===== config.mk =====
export PLATFORM = sky130hd
export DESIGN_NAME = i2c_slave
export DESIGN_NICKNAME = d
export VERILOG_FILES = /design/src/rtl/i2c_pkg.sv /design/src/rtl/i2c_sync_edge.sv /design/src/rtl/i2c_slave.sv
export SDC_FILE = /design/constraint.sdc
export NUM_CORES = 1
export LEC_CHECK = 0
export ABC_AREA = 1
export CAP_MARGIN = 20
export CORE_ASPECT_RATIO = 0.9
export CORE_UTILIZATION = 55
export DETAILED_ROUTE_END_ITERATION = 7
export GPL_ROUTABILITY_DRIVEN = 0
export MAX_ROUTING_LAYER = met4
export PLACE_DENSITY = 0.79
export SKIP_CTS_REPAIR_TIMING = 1
export SLEW_MARGIN = 20
export SYNTH_ARGS = -nofsm -noshare
export SYNTH_HDL_FRONTEND = slang
export SYNTH_SLANG_ARGS = --single-unit

===== constraint.sdc =====
create_clock -name clk -period 1.7 [get_ports clk]
set_input_delay 0.34 -clock clk [delete_from_list [all_inputs] [get_ports clk]]
set_output_delay 0.34 -clock clk [all_outputs]
set_load 0.03 [all_outputs]

===== src/rtl/i2c_pkg.sv =====
// Shared I2C target definitions: FSM state encoding and START/STOP detect helpers.
package i2c_pkg;

  typedef enum logic [2:0] {
    IDLE,
    ADDR,
    ADDR_ACK,
    WR_DATA,
    WR_ACK,
    RD_DATA,
    RD_ACK,
    WAIT_STOP
  } i2c_state_t;

  // START and STOP are SDA edges seen while SCL sits at this level.
  localparam logic       COND_SCL_LEVEL = 1'b1;
  localparam logic [3:0] BITS_PER_BYTE  = 4'd8;
  localparam logic [3:0] LAST_BIT       = 4'd7;

  function automatic logic is_start(input logic scl_lvl, input logic sda_fall);
    return sda_fall && (scl_lvl == COND_SCL_LEVEL);
  endfunction

  function automatic logic is_stop(input logic scl_lvl, input logic sda_rise);
    return sda_rise && (scl_lvl == COND_SCL_LEVEL);
  endfunction

endpackage


===== src/rtl/i2c_sync_edge.sv =====
// Two-flop synchronizer for one bus line plus rise/fall pulses on the synchronized level.
module i2c_sync_edge (
  input  logic clk,
  input  logic rst,
  input  logic d,
  output logic level,
  output logic rise,
  output logic fall
);

  logic [1:0] sync_reg;
  logic       prev_reg;

  // Reset to 1 so an idle (pulled-up) bus produces no spurious edges.
  always_ff @(posedge clk) begin
    if (rst) begin
      sync_reg <= 2'b11;
      prev_reg <= 1'b1;
    end else begin
      sync_reg <= {sync_reg[0], d};
      prev_reg <= sync_reg[1];
    end
  end

  assign level = sync_reg[1];
  assign rise  = sync_reg[1] & ~prev_reg;
  assign fall  = ~sync_reg[1] & prev_reg;

endmodule


===== src/rtl/i2c_slave.sv =====
// I2C target with byte-wide write/read handshake. Clock stretching (stretch/scl_oe ports)
// is compiled in only when I2C_SLAVE_STRETCH_EN is defined.
module i2c_slave
  import i2c_pkg::*;
#(
  parameter logic [6:0] SLV_ADDR = 7'h05
) (
  input  logic       clk,
  input  logic       rst,
  input  logic       scl_i,
  input  logic       sda_i,
  output logic       sda_oe,
  output logic [7:0] wr_data,
  output logic       wr_valid,
  output logic       rd_req,
  input  logic [7:0] rd_data,
  output logic       busy,
  output logic       done
`ifdef I2C_SLAVE_STRETCH_EN
  ,
  input  logic       stretch,
  output logic       scl_oe
`endif
);

  // Index 0 is SCL, index 1 is SDA.
  logic [1:0] line_raw, line_lvl, line_rise, line_fall;
  assign line_raw = {sda_i, scl_i};

  genvar gi;
  generate
    for (gi = 0; gi < 2; gi++) begin : g_sync
      i2c_sync_edge u_sync (
        .clk  (clk),
        .rst  (rst),
        .d    (line_raw[gi]),
        .level(line_lvl[gi]),
        .rise (line_rise[gi]),
        .fall (line_fall[gi])
      );
    end
  endgenerate

  logic scl_lvl, scl_rise, scl_fall, sda_lvl, start_det, stop_det;
  assign scl_lvl   = line_lvl[0];
  assign scl_rise  = line_rise[0];
  assign scl_fall  = line_fall[0];
  assign sda_lvl   = line_lvl[1];
  assign start_det = is_start(scl_lvl, line_fall[1]);
  assign stop_det  = is_stop(scl_lvl, line_rise[1]);

  i2c_state_t state_reg;
  logic [3:0] bit_cnt_reg;
  logic [7:0] shift_reg;
  logic [6:0] tx_reg;
  logic       rw_reg, nack_reg;
  logic       sda_oe_reg, wr_valid_reg, rd_req_reg, busy_reg, done_reg;
  logic [7:0] wr_data_reg;

  always_ff @(posedge clk) begin
    if (rst) begin
      state_reg    <= IDLE;
      bit_cnt_reg  <= 4'd0;
      shift_reg    <= 8'd0;
      tx_reg       <= 7'd0;
      rw_reg       <= 1'b0;
      nack_reg     <= 1'b0;
      sda_oe_reg   <= 1'b0;
      wr_data_reg  <= 8'd0;
      wr_valid_reg <= 1'b0;
      rd_req_reg   <= 1'b0;
      busy_reg     <= 1'b0;
      done_reg     <= 1'b0;
    end else begin
      wr_valid_reg <= 1'b0;
      rd_req_reg   <= 1'b0;
      done_reg     <= 1'b0;
      if (stop_det) begin
        state_reg   <= IDLE;
        bit_cnt_reg <= 4'd0;
        sda_oe_reg  <= 1'b0;
        busy_reg    <= 1'b0;
        done_reg    <= busy_reg;
      end else if (start_det) begin
        state_reg   <= ADDR;
        bit_cnt_reg <= 4'd0;
        sda_oe_reg  <= 1'b0;
      end else begin
        case (state_reg)
          ADDR: begin
            if (scl_rise) begin
              shift_reg   <= {shift_reg[6:0], sda_lvl};
              bit_cnt_reg <= bit_cnt_reg + 4'd1;
            end else if (scl_fall && bit_cnt_reg == BITS_PER_BYTE) begin
              bit_cnt_reg <= 4'd0;
              if (shift_reg[7:1] == SLV_ADDR) begin
                state_reg  <= ADDR_ACK;
                sda_oe_reg <= 1'b1;
                busy_reg   <= 1'b1;
                rw_reg     <= shift_reg[0];
              end else begin
                state_reg <= WAIT_STOP;
              end
            end
          end
          ADDR_ACK: begin
            if (scl_fall) begin
              if (rw_reg) begin
                state_reg  <= RD_DATA;
                rd_req_reg <= 1'b1;
              end else begin
                state_reg  <= WR_DATA;
                sda_oe_reg <= 1'b0;
              end
            end
          end
          WR_DATA: begin
            if (scl_rise) begin
              shift_reg   <= {shift_reg[6:0], sda_lvl};
              bit_cnt_reg <= bit_cnt_reg + 4'd1;
              if (bit_cnt_reg == LAST_BIT) begin
                wr_valid_reg <= 1'b1;
                wr_data_reg  <= {shift_reg[6:0], sda_lvl};
              end
            end else if (scl_fall && bit_cnt_reg == BITS_PER_BYTE) begin
              state_reg   <= WR_ACK;
              sda_oe_reg  <= 1'b1;
              bit_cnt_reg <= 4'd0;
            end
          end
          WR_ACK: begin
            if (scl_fall) begin
              state_reg  <= WR_DATA;
              sda_oe_reg <= 1'b0;
            end
          end
          RD_DATA: begin
            // rd_data is taken in the cycle rd_req is high; MSB goes out immediately.
            if (rd_req_reg) begin
              tx_reg      <= rd_data[6:0];
              sda_oe_reg  <= ~rd_data[7];
              bit_cnt_reg <= 4'd0;
            end else if (scl_fall) begin
              if (bit_cnt_reg == LAST_BIT) begin
                state_reg   <= RD_ACK;
                sda_oe_reg  <= 1'b0;
                bit_cnt_reg <= 4'd0;
              end else begin
                sda_oe_reg  <= ~tx_reg[6];
                tx_reg      <= {tx_reg[5:0], 1'b0};
                bit_cnt_reg <= bit_cnt_reg + 4'd1;
              end
            end
          end
          RD_ACK: begin
            if (scl_rise) begin
              nack_reg <= sda_lvl;
            end else if (scl_fall) begin
              if (nack_reg) begin
                state_reg <= WAIT_STOP;
              end else begin
                state_reg  <= RD_DATA;
                rd_req_reg <= 1'b1;
              end
            end
          end
          default: ;
        endcase
      end
    end
  end

  assign sda_oe   = sda_oe_reg;
  assign wr_data  = wr_data_reg;
  assign wr_valid = wr_valid_reg;
  assign rd_req   = rd_req_reg;
  assign busy     = busy_reg;
  assign done     = done_reg;

`ifdef I2C_SLAVE_STRETCH_EN
  logic scl_oe_reg;

  // Grab SCL only once the master has driven it low; hold until stretch drops.
  always_ff @(posedge clk) begin
    if (rst) begin
      scl_oe_reg <= 1'b0;
    end else begin
      scl_oe_reg <= stretch && busy_reg && (state_reg != IDLE) && (state_reg != WAIT_STOP)
                    && (!scl_lvl || scl_oe_reg);
    end
  end

  assign scl_oe = scl_oe_reg;
`endif

endmodule

==> results.yml <==
clocking:
  numCtsBuffers: 5
  cts_sinks: 43
  clockBufferDepth: 2
  clk_pin_slew_ns: 0.08
  ctsRootBufferMaster: "clkbuf_8"
  clk_latency_ns: 0.30
  tritoncts: "yes"
  h-tree-depth: 2
routing:
  wirelength_mm: 4.68
  viasPerCell: 5.33
  firstDrtPassIters: 5
  ant_nets: 0
  wl_per_cell_um: 12.7
  drtIter0Drc: 196
  vias: 1961
  remaining_drc_errors: 0
sta:
  drv_slew: 0
  tightest_slew_ns: 0.360
  finalCritPeriodShare: 0.981
  layout_min_cycle_time_ns: 1.67
  setup_slack_ns: 0.0326
  rsz0062_at_grt: "yes"
  hold_viol_final: 0
  slew-limit-headroom: 0.758
  clock_skew_ns: 0.00435
  max_freq_mhz: 600
  setup_violations: 0
placed_design:
  place_area_mm2: 0.00236
  dp_hpwl_mm: 3.28
  port_buffers: 24
  dp_slack_ns: 0.0111
final_layout:
  fin_util: 0.722
  fillers: 286
  mostFrequentLayoutCell: "nand2_1"
  area_growth_pct: 22.5
  layout_common_cells: "nand2_1 (53), nor2_1 (40), dfxtp_1 (40)"
  insertedDiodeCount: 0
  final_area_mm2: 0.00251
  drive_gt1_frac: 0.157
  fin_nets: 337
  seqCellArea_um2: 865
  multi_input_comb_area_mm2: 0.00100
pwr:
  ir_worst_vdd_mv: 0.778
  p_per_area_mw_per_mm2: 1110
  p_leak_nw: 1.12
  power_mw: 2.79
yosys:
  synth_top_area_share: 0.420
  ys_seq_area_frac: 0.420
  synth_seq_cells: 43
  post_synth.cell_area_avg_um2: 7.17
  synthCells: 286
  syn_area_mm2: 0.00205
  ys_types: 33
  post-synth-top-area-cell: "dfxtp_1"
  synth.area.top_cells: "dfxtp_1 (42%), nand2_1 (9.7%), nor2_1 (7.3%), o21ai_0 (5.9%), inv_1 (5.3%)"
  syn_nets: 300
  ys_warn_count: 0
job:
  maxCapViolations: 0
floorplan:
  io_pins: 25
  die_x_um: 66.4
  start_util: 0.590
  die_h_um: 59.9
  row_count: 20
  coreArea_mm2: 0.00348
  die-area_mm2: 0.00398
critical_path:
  crit_family: "buffers and inverters"
  cp_data_arrival_time_ns: 1.33
  critPathLaunchType: "register"
  path_buf_inv: 1
  crit_slowest_cell: "clkdlybuf4s50_1"
  crit_path_cell_trace: "clkdlybuf4s50_1"
  critPathMaxStageDelay_ns: 0.68
  cp_max_fo: 2
  end_kind: "primary output"
  required_ns: 1.36
  crit_type: "reg2out"
run_status:
  status: "complete, no violations"
grt:
  track_usage: 0.264
  antenna_found_initial: 0
  grt_max_degree: 18
  grt_pass1_wl_mm: 7.64
  grt_pass1_vias: 1722
  overflow: 0
worst_hold_path:
  holdCritPathClass: "reg2reg"
final cells by class:
| type | count | share of cell area |
|---|---|---|
| multi-input combinational | 200 | 0.400 |
| sequential | 43 | 0.344 |
| timing repair buffer | 38 | 0.141 |
| inverter | 34 | 0.0518 |
| clock buffer | 6 | 0.0329 |
| tap | 44 | 0.0219 |
| clock inverter | 2 | 0.00548 |
| timing repair inverter | 1 | 0.00299 |
cells in the mapped netlist:
cell	count
nor2_2	4
o21a_1	1
nand3_2	1
o21ai_0	24
or2_2	4
nor2_1	40
o21ai_1	2
nand2_2	2
buf_4	4
nand4_1	2
nor2_4	1
and2_1	2
dfxtp_1	43
a21oi_2	1
nand2_4	1
nand2_1	53
buf_6	1
o21ai_2	2
nand3_1	20
ha_1	2
a21oi_1	20
nor2_8	1
o2111ai_1	1
buf_12	1
inv_1	29
a211oi_2	1
clkinv_1	1
nor3_1	5
clkbuf_1	3
inv_2	4
nor4_1	1
a31oi_1	8
and2_4	1
per-stage QoR:
step	instances	TNS, ns	hold WS (ns)
final	368	0	0.415
after global routing	368	-0.0100	0.444
after CTS	364	-0.107	0.419
after detailed placement	356	0	0.398
after global placement	356	0	0.395
after floorplan	286	0	0.389
logic make-up (layout without fill, tap and decap cells):
kind of cell	count (synthesis)	count (layout)	share of synthesized area
DFF	43	43	0.420
and+or+nand+nor	138	138	0.307
adders and majority gates	2	2	0.0122
buffers and inverters	43	81	0.0976
AOI/OAI and AO/OA	60	60	0.164
path summary, 6_finish.rpt:
check                                     startpoint                                 endpoint  slack (ns)  cells past startpoint
min          g_sync[0].u_sync.sync_reg[0]$_SDFF_PP1_  g_sync[0].u_sync.sync_reg[1]$_SDFF_PP1_        0.42                      1
min reg2reg  g_sync[0].u_sync.sync_reg[0]$_SDFF_PP1_  g_sync[0].u_sync.sync_reg[1]$_SDFF_PP1_        0.42                      1
max reg2reg              bit_cnt_reg[0]$_SDFFE_PP0P_                state_reg[0]$_SDFFE_PP0P_        0.15                     11
max                          wr_data[1]$_SDFFE_PP0P_                               wr_data[1]        0.03                      1
metal layers:
metal	global-route usage	wire length [um]
met1	0.322	2020
met2	0.415	2190
met4	0.119	106
met3	0.0649	370
met5	-	0
power breakdown:
group	switching (mW)	internal, mW	total (mW)
registers	0.0636	1.07	1.13
clock network	0.362	0.332	0.694
logic	0.614	0.354	0.968
total	1.04	1.75	2.79
Note: power is estimated with default switching activity, not from simulation.
==> RTL change 1, RTL diff (config.mk and constraints unchanged) <==
Put one more register stage on the output `rd_req`, cleared by the reset. The value now appears one clock later. The other outputs are not delayed to match. Comments in the files are not updated.
--- a/src/rtl/i2c_slave.sv
+++ b/src/rtl/i2c_slave.sv
@@ -174,5 +174,11 @@
   assign wr_data  = wr_data_reg;
   assign wr_valid = wr_valid_reg;
-  assign rd_req   = rd_req_reg;
+  always_ff @(posedge clk) begin
+    if (rst) begin
+      rd_req <= '0;
+    end else begin
+      rd_req <= rd_req_reg;
+    end
+  end
   assign busy     = busy_reg;
   assign done     = done_reg;
Function: same outputs for any inputs over 10 cycles, from zero or initial values and one cycle with rst high; that may be too few to reach the edited logic, so the function may still have changed.
==> RTL change 1 against the original RTL <==
  * Clock skew fell by 0.00082 ns
  * Critical path type unchanged
  * Die area up 1.3%
  * Non-clock buffer count fell by 2
  * Total power fell by 3.1%
  * Synthesized cell count is 0.35% lower
  * Setup slack better by 0.026 ns
  * Sequential cell count increased by 1
  * Cell area shrank 0.65%
  * Routed wire length is 8.5% lower
  * Critical path depth stayed put
  * Sequential share of layout area rose by 0.98 points
  * Via count down 2.0%
  * Synthesized area increased by 1.3%
==> RTL change 1: results (changes against the original RTL) <==
[drt]
detail_route.first_pass.iterations=4  ; -1
dr_total_vias=1922  ; -2.0%
drt_first_iter_violations=144  ; -27%
route.final.wire_length_um=4286  ; -8.5%

[synth]
yosysUniqueCellTypes=32  ; -3.0%
ys_seq_elements=44  ; +2.3%
yosys-top-cells-count=nand2_1, dfxtp_1, inv_1, o21ai_0, nor2_1
yosysSeqAreaShare=0.4238  ; +0.004073

[worst_setup_path]
worstReg2RegStart=state_reg[2]
regToRegEndpoint=wr_data[2]
cp-endpoint=busy
critPathLaunch=busy
reg2reg_slack_ns=0.11  ; -0.04 ns
worstPathArrival_ns=1.30  ; -0.03 ns
reg2reg_depth=8  ; -3

[run_status]
run_status=completed

[cells_and_area]
num-multi-input-gates=197  ; -1.5%
share_of_final_layout_standard_cells_stronger_than_drive_strength_1=0.1536  ; -0.003802
final_core_util=0.7121  ; -0.009799
multi_input_comb_area_mm2=0.001006  ; +0.12%
num-fill-cells=276  ; -3.5%
area_share_nonclk_buffers=0.1344  ; -0.006104
final_nets=333  ; -1.2%
signal_buffers=36  ; -5.3%
clock_buffer_count=5  ; -1

[power_and_ir_drop]
peakVddDrop_uv=706.8  ; -9.2%
power.leakage_nw=1.033  ; -7.7%

[placed_design]
place_area_mm2=0.002394  ; +1.6%
dp_hpwl_um=3215  ; -1.9%

[sta]
clock-skew-final_ns=0.003529  ; -0.0008205 ns
whs_ns=0.4157  ; +0.0004440 ns
worst_slew_margin_rel=0.7620  ; +0.004130

[global_routing]
first_pass_grt_wire_length_um=7120  ; -6.8%
vias_in_the_first_global_route=1572  ; -8.7%

[min_path]
launch_instance_of_the_worst_min_delay_path=g_sync[1].u_sync.sync_reg[0]
hold-path-endpoint=g_sync[1].u_sync.sync_reg[1]

-- RTL change 1: report_power, final --
part / leakage, nW / internal (mW) / switching [mW]
combinational: 0.635 / 0.328 / 0.582
sequential: 0.357 / 1.10 / 0.0742
clock: 0.0400 / 0.278 / 0.345
-- RTL change 1: per-layer routing --
layer  vias up  routed length (um)  track usage
li1        995                   -            -
met1       863                2065       0.3470
met2        59                1851       0.3391
met3         5                 320      0.07443
met4         0                  48      0.07295
met5         -                   0            -
-- RTL change 1: metrics by stage --
stage,total power [mW],instances,worst slack [ns]
after global placement,2.034,356,0.1369
after global routing,2.901,363,0.001898
after CTS,2.666,363,0.03163
after detailed placement,2.044,356,0.07907
final,2.704,363,0.05872
after floorplan,1.857,285,0.2323
-- RTL change 1: cell families (layout without fill, tap and decap cells) --
group	after synthesis	in the layout	synth area share
simple gates	132	132	0.3040
fa+ha+maj	2	2	0.01204
flops	44	44	0.4238
compound gates	63	63	0.1620
buf+inv	44	78	0.09814
==> RTL change 2, RTL diff (config.mk and constraints unchanged) <==
Without the edit above. Add a define of `I2C_SLAVE_STRETCH_EN`.
--- a/src/rtl/i2c_slave.sv
+++ b/src/rtl/i2c_slave.sv
@@ -1,4 +1,6 @@
 // I2C target with byte-wide write/read handshake. Clock stretching (stretch/scl_oe ports)
 // is compiled in only when I2C_SLAVE_STRETCH_EN is defined.
+`define I2C_SLAVE_STRETCH_EN
+
 module i2c_slave
   import i2c_pkg::*;
Ports: changed (added scl_oe and stretch); port bits go from 25 to 27. No check against the original RTL was run, so the function may have changed too.
==> RTL change 2 against the original RTL <==
  * Register-to-register slack lost 0.04 ns
  * Global-route usage grew 0.83 points
  * Cell area grew 0.30%
  * Routed wire length shrank 0.77%
  * Synthesized area grew 0.18%
  * Setup slack gained 0.025 ns
  * Combinational power shrank 6.4%
  * First-iteration DRC count shrank 9.7%
  * Total power shrank 1.9%
  * Sequential cell count grew 1
  * Highest routed layer unchanged
==> RTL change 2: results (changes against the original RTL) <==
[run_status]
run_status=completed

[synth]
post_synth_top_flop=dfxtp_1
yosysUniqueCellTypes=28  ; -15%
synth_compound_gate_area_share=0.1675  ; +0.003964
synth_xor_area_frac=0  ; unchanged
async_flop_share=0  ; unchanged
yosysSeqAreaShare=0.4287  ; +0.008977
synth.top_cells.by_area=dfxtp_1, nand2_1, o21ai_0
synthMuxAreaShare=0  ; unchanged
synth.yosys.warnings=0  ; unchanged
netlist_instances=286  ; unchanged
syn_nets=301  ; +0.33%
yosys-top-cells-count=nand2_1, dfxtp_1, nor2_1, o21ai_0, inv_1
synth_fa_ha_area_frac=0.01218  ; -0.00002229

[global_routing]
antenna_found_initial=0  ; unchanged
vias_in_the_first_global_route=1798  ; +4.4%
global_router_s_overall_resource_usage=0.2725  ; +0.008348
maximum_number_of_pins_on_one_net_before_global_route_repair=25  ; +7
first_pass_grt_wire_length_um=7900  ; +3.4%

[clock_network]
clk_pin_slew_ns=0.08  ; about the same
source_to_sink_clock_delay_at_the_later_pin_of_the_worst_skew_pair_ns=0.29
cts_inserted_buffers=5  ; unchanged
clockRootBuffer=clkbuf_8
cts_max_path_buffers=2  ; unchanged
htreeDepth=2  ; unchanged

[drt]
dr_total_vias=1948  ; -0.66%
drt_first_iter_violations=177  ; -9.7%
detail_route.vias_per_cell=5.322  ; -0.12%
route.final.wire_length_um=4648  ; -0.77%
detail_route.first_pass.iterations=4  ; -1
drc_errors=0  ; unchanged

[cells_and_area]
num-fill-cells=300  ; +4.9%
antennaDiodeCount=0  ; unchanged
final_nets=336  ; -0.30%
share_of_final_layout_standard_cells_stronger_than_drive_strength_1=0.1398  ; -0.01766

[power_and_ir_drop]
peakVddDrop_uv=604.6  ; -22%
total_switching_power_uw=977.9  ; -5.9%
power.leakage_nw=1.127  ; +0.74%

[worst_setup_path]
critical_path.slowest_cell=clkdlybuf4s50_1
critical_path_peak_fanout=2  ; unchanged
reg2reg_depth=8  ; -3
worstPathArrival_ns=1.30  ; -0.03 ns
cpPeakStageDelay_ns=0.67
critPathTopFamily=buffers and inverters

[min_path]
timing.hold.worst.class=register to register
hold-path-cell-count=1  ; unchanged

[placed_design]
port-buffer-count=26  ; +8.3%
placed_cells=358  ; +0.56%
dp_hpwl_um=3505  ; +7.0%

[sta]
worst_slew_margin_rel=0.7724  ; +0.01455
clock-skew-final_ns=0.004306  ; -0.00004322 ns

## RTL change 2: cell count changes after synthesis, sizes merged, moves of 2 or more
cell and change:
a31oi -8, and2 -3, buf -2, inv +2, o211a +4, o21ai +5
o21bai +2
## RTL change 2: path summary, 6_finish.rpt
path | from | end | slack [ns]
max | scl_oe | scl_oe | 0.06
min | g_sync[0].u_sync.sync_reg[0] | g_sync[0].u_sync.sync_reg[1] | 0.41
max reg2reg | bit_cnt_reg[0] | tx_reg[1] | 0.11
min reg2reg | g_sync[0].u_sync.sync_reg[0] | g_sync[0].u_sync.sync_reg[1] | 0.41
## RTL change 2: cell families (layout without fill, tap and decap cells)
kind of cell / Yosys count / count (layout)
AND/OR/NAND/NOR: 137 / 137
AO/OA/AOI/OAI: 61 / 61
adder cells (fa/ha/maj): 2 / 2
buffers and inverters: 42 / 78
flip-flops: 44 / 44
## RTL change 2: cell type report
| class | count | area (um2) | area share |
|---|---|---|---|
| clock buffer | 7 | 86.33 | 0.03428 |
| clock inverter | 1 | 7.507 | 0.002981 |
| inverter | 35 | 131.4 | 0.05216 |
| multi-input combinational | 200 | 1013 | 0.4024 |
| sequential | 44 | 882.1 | 0.3502 |
| tap | 44 | 55.05 | 0.02186 |
| timing repair buffer | 35 | 342.8 | 0.1361 |
## RTL change 2: stage by stage
stage                     setup TNS, ns  setup WS (ns)  total power [mW]  cell area [um2]
final                                 0        0.05714             2.738             2519
after CTS                             0       0.008646             2.734             2507
after global placement                0         0.1467             2.047             2414
after detailed placement              0        0.06118             2.062             2414
after floorplan                       0         0.1526             1.834             2054
after global routing           -0.02499       -0.02499             2.923             2519
## RTL change 2: power by group through the flow
stage | combinational [mW] | sequential [mW] | clock (mW)
4_1_cts | 0.894 | 1.16 | 0.682
6_report | 0.906 | 1.16 | 0.670
3_5_place_dp | 0.879 | 1.18 | 0
3_3_place_gp | 0.869 | 1.18 | 0
2_1_floorplan | 0.667 | 1.17 | 0
5_1_grt | 1.03 | 1.17 | 0.717
## RTL change 2: layer usage
layer / vias up / wire length [um] / global-route usage
met2: 70 / 2051 / 0.4257
met3: 12 / 261 / 0.05725
met4: 0 / 75 / 0.08815
met5: - / 0 / -
met1: 870 / 2260 / 0.3529
li1: 996 / - / -
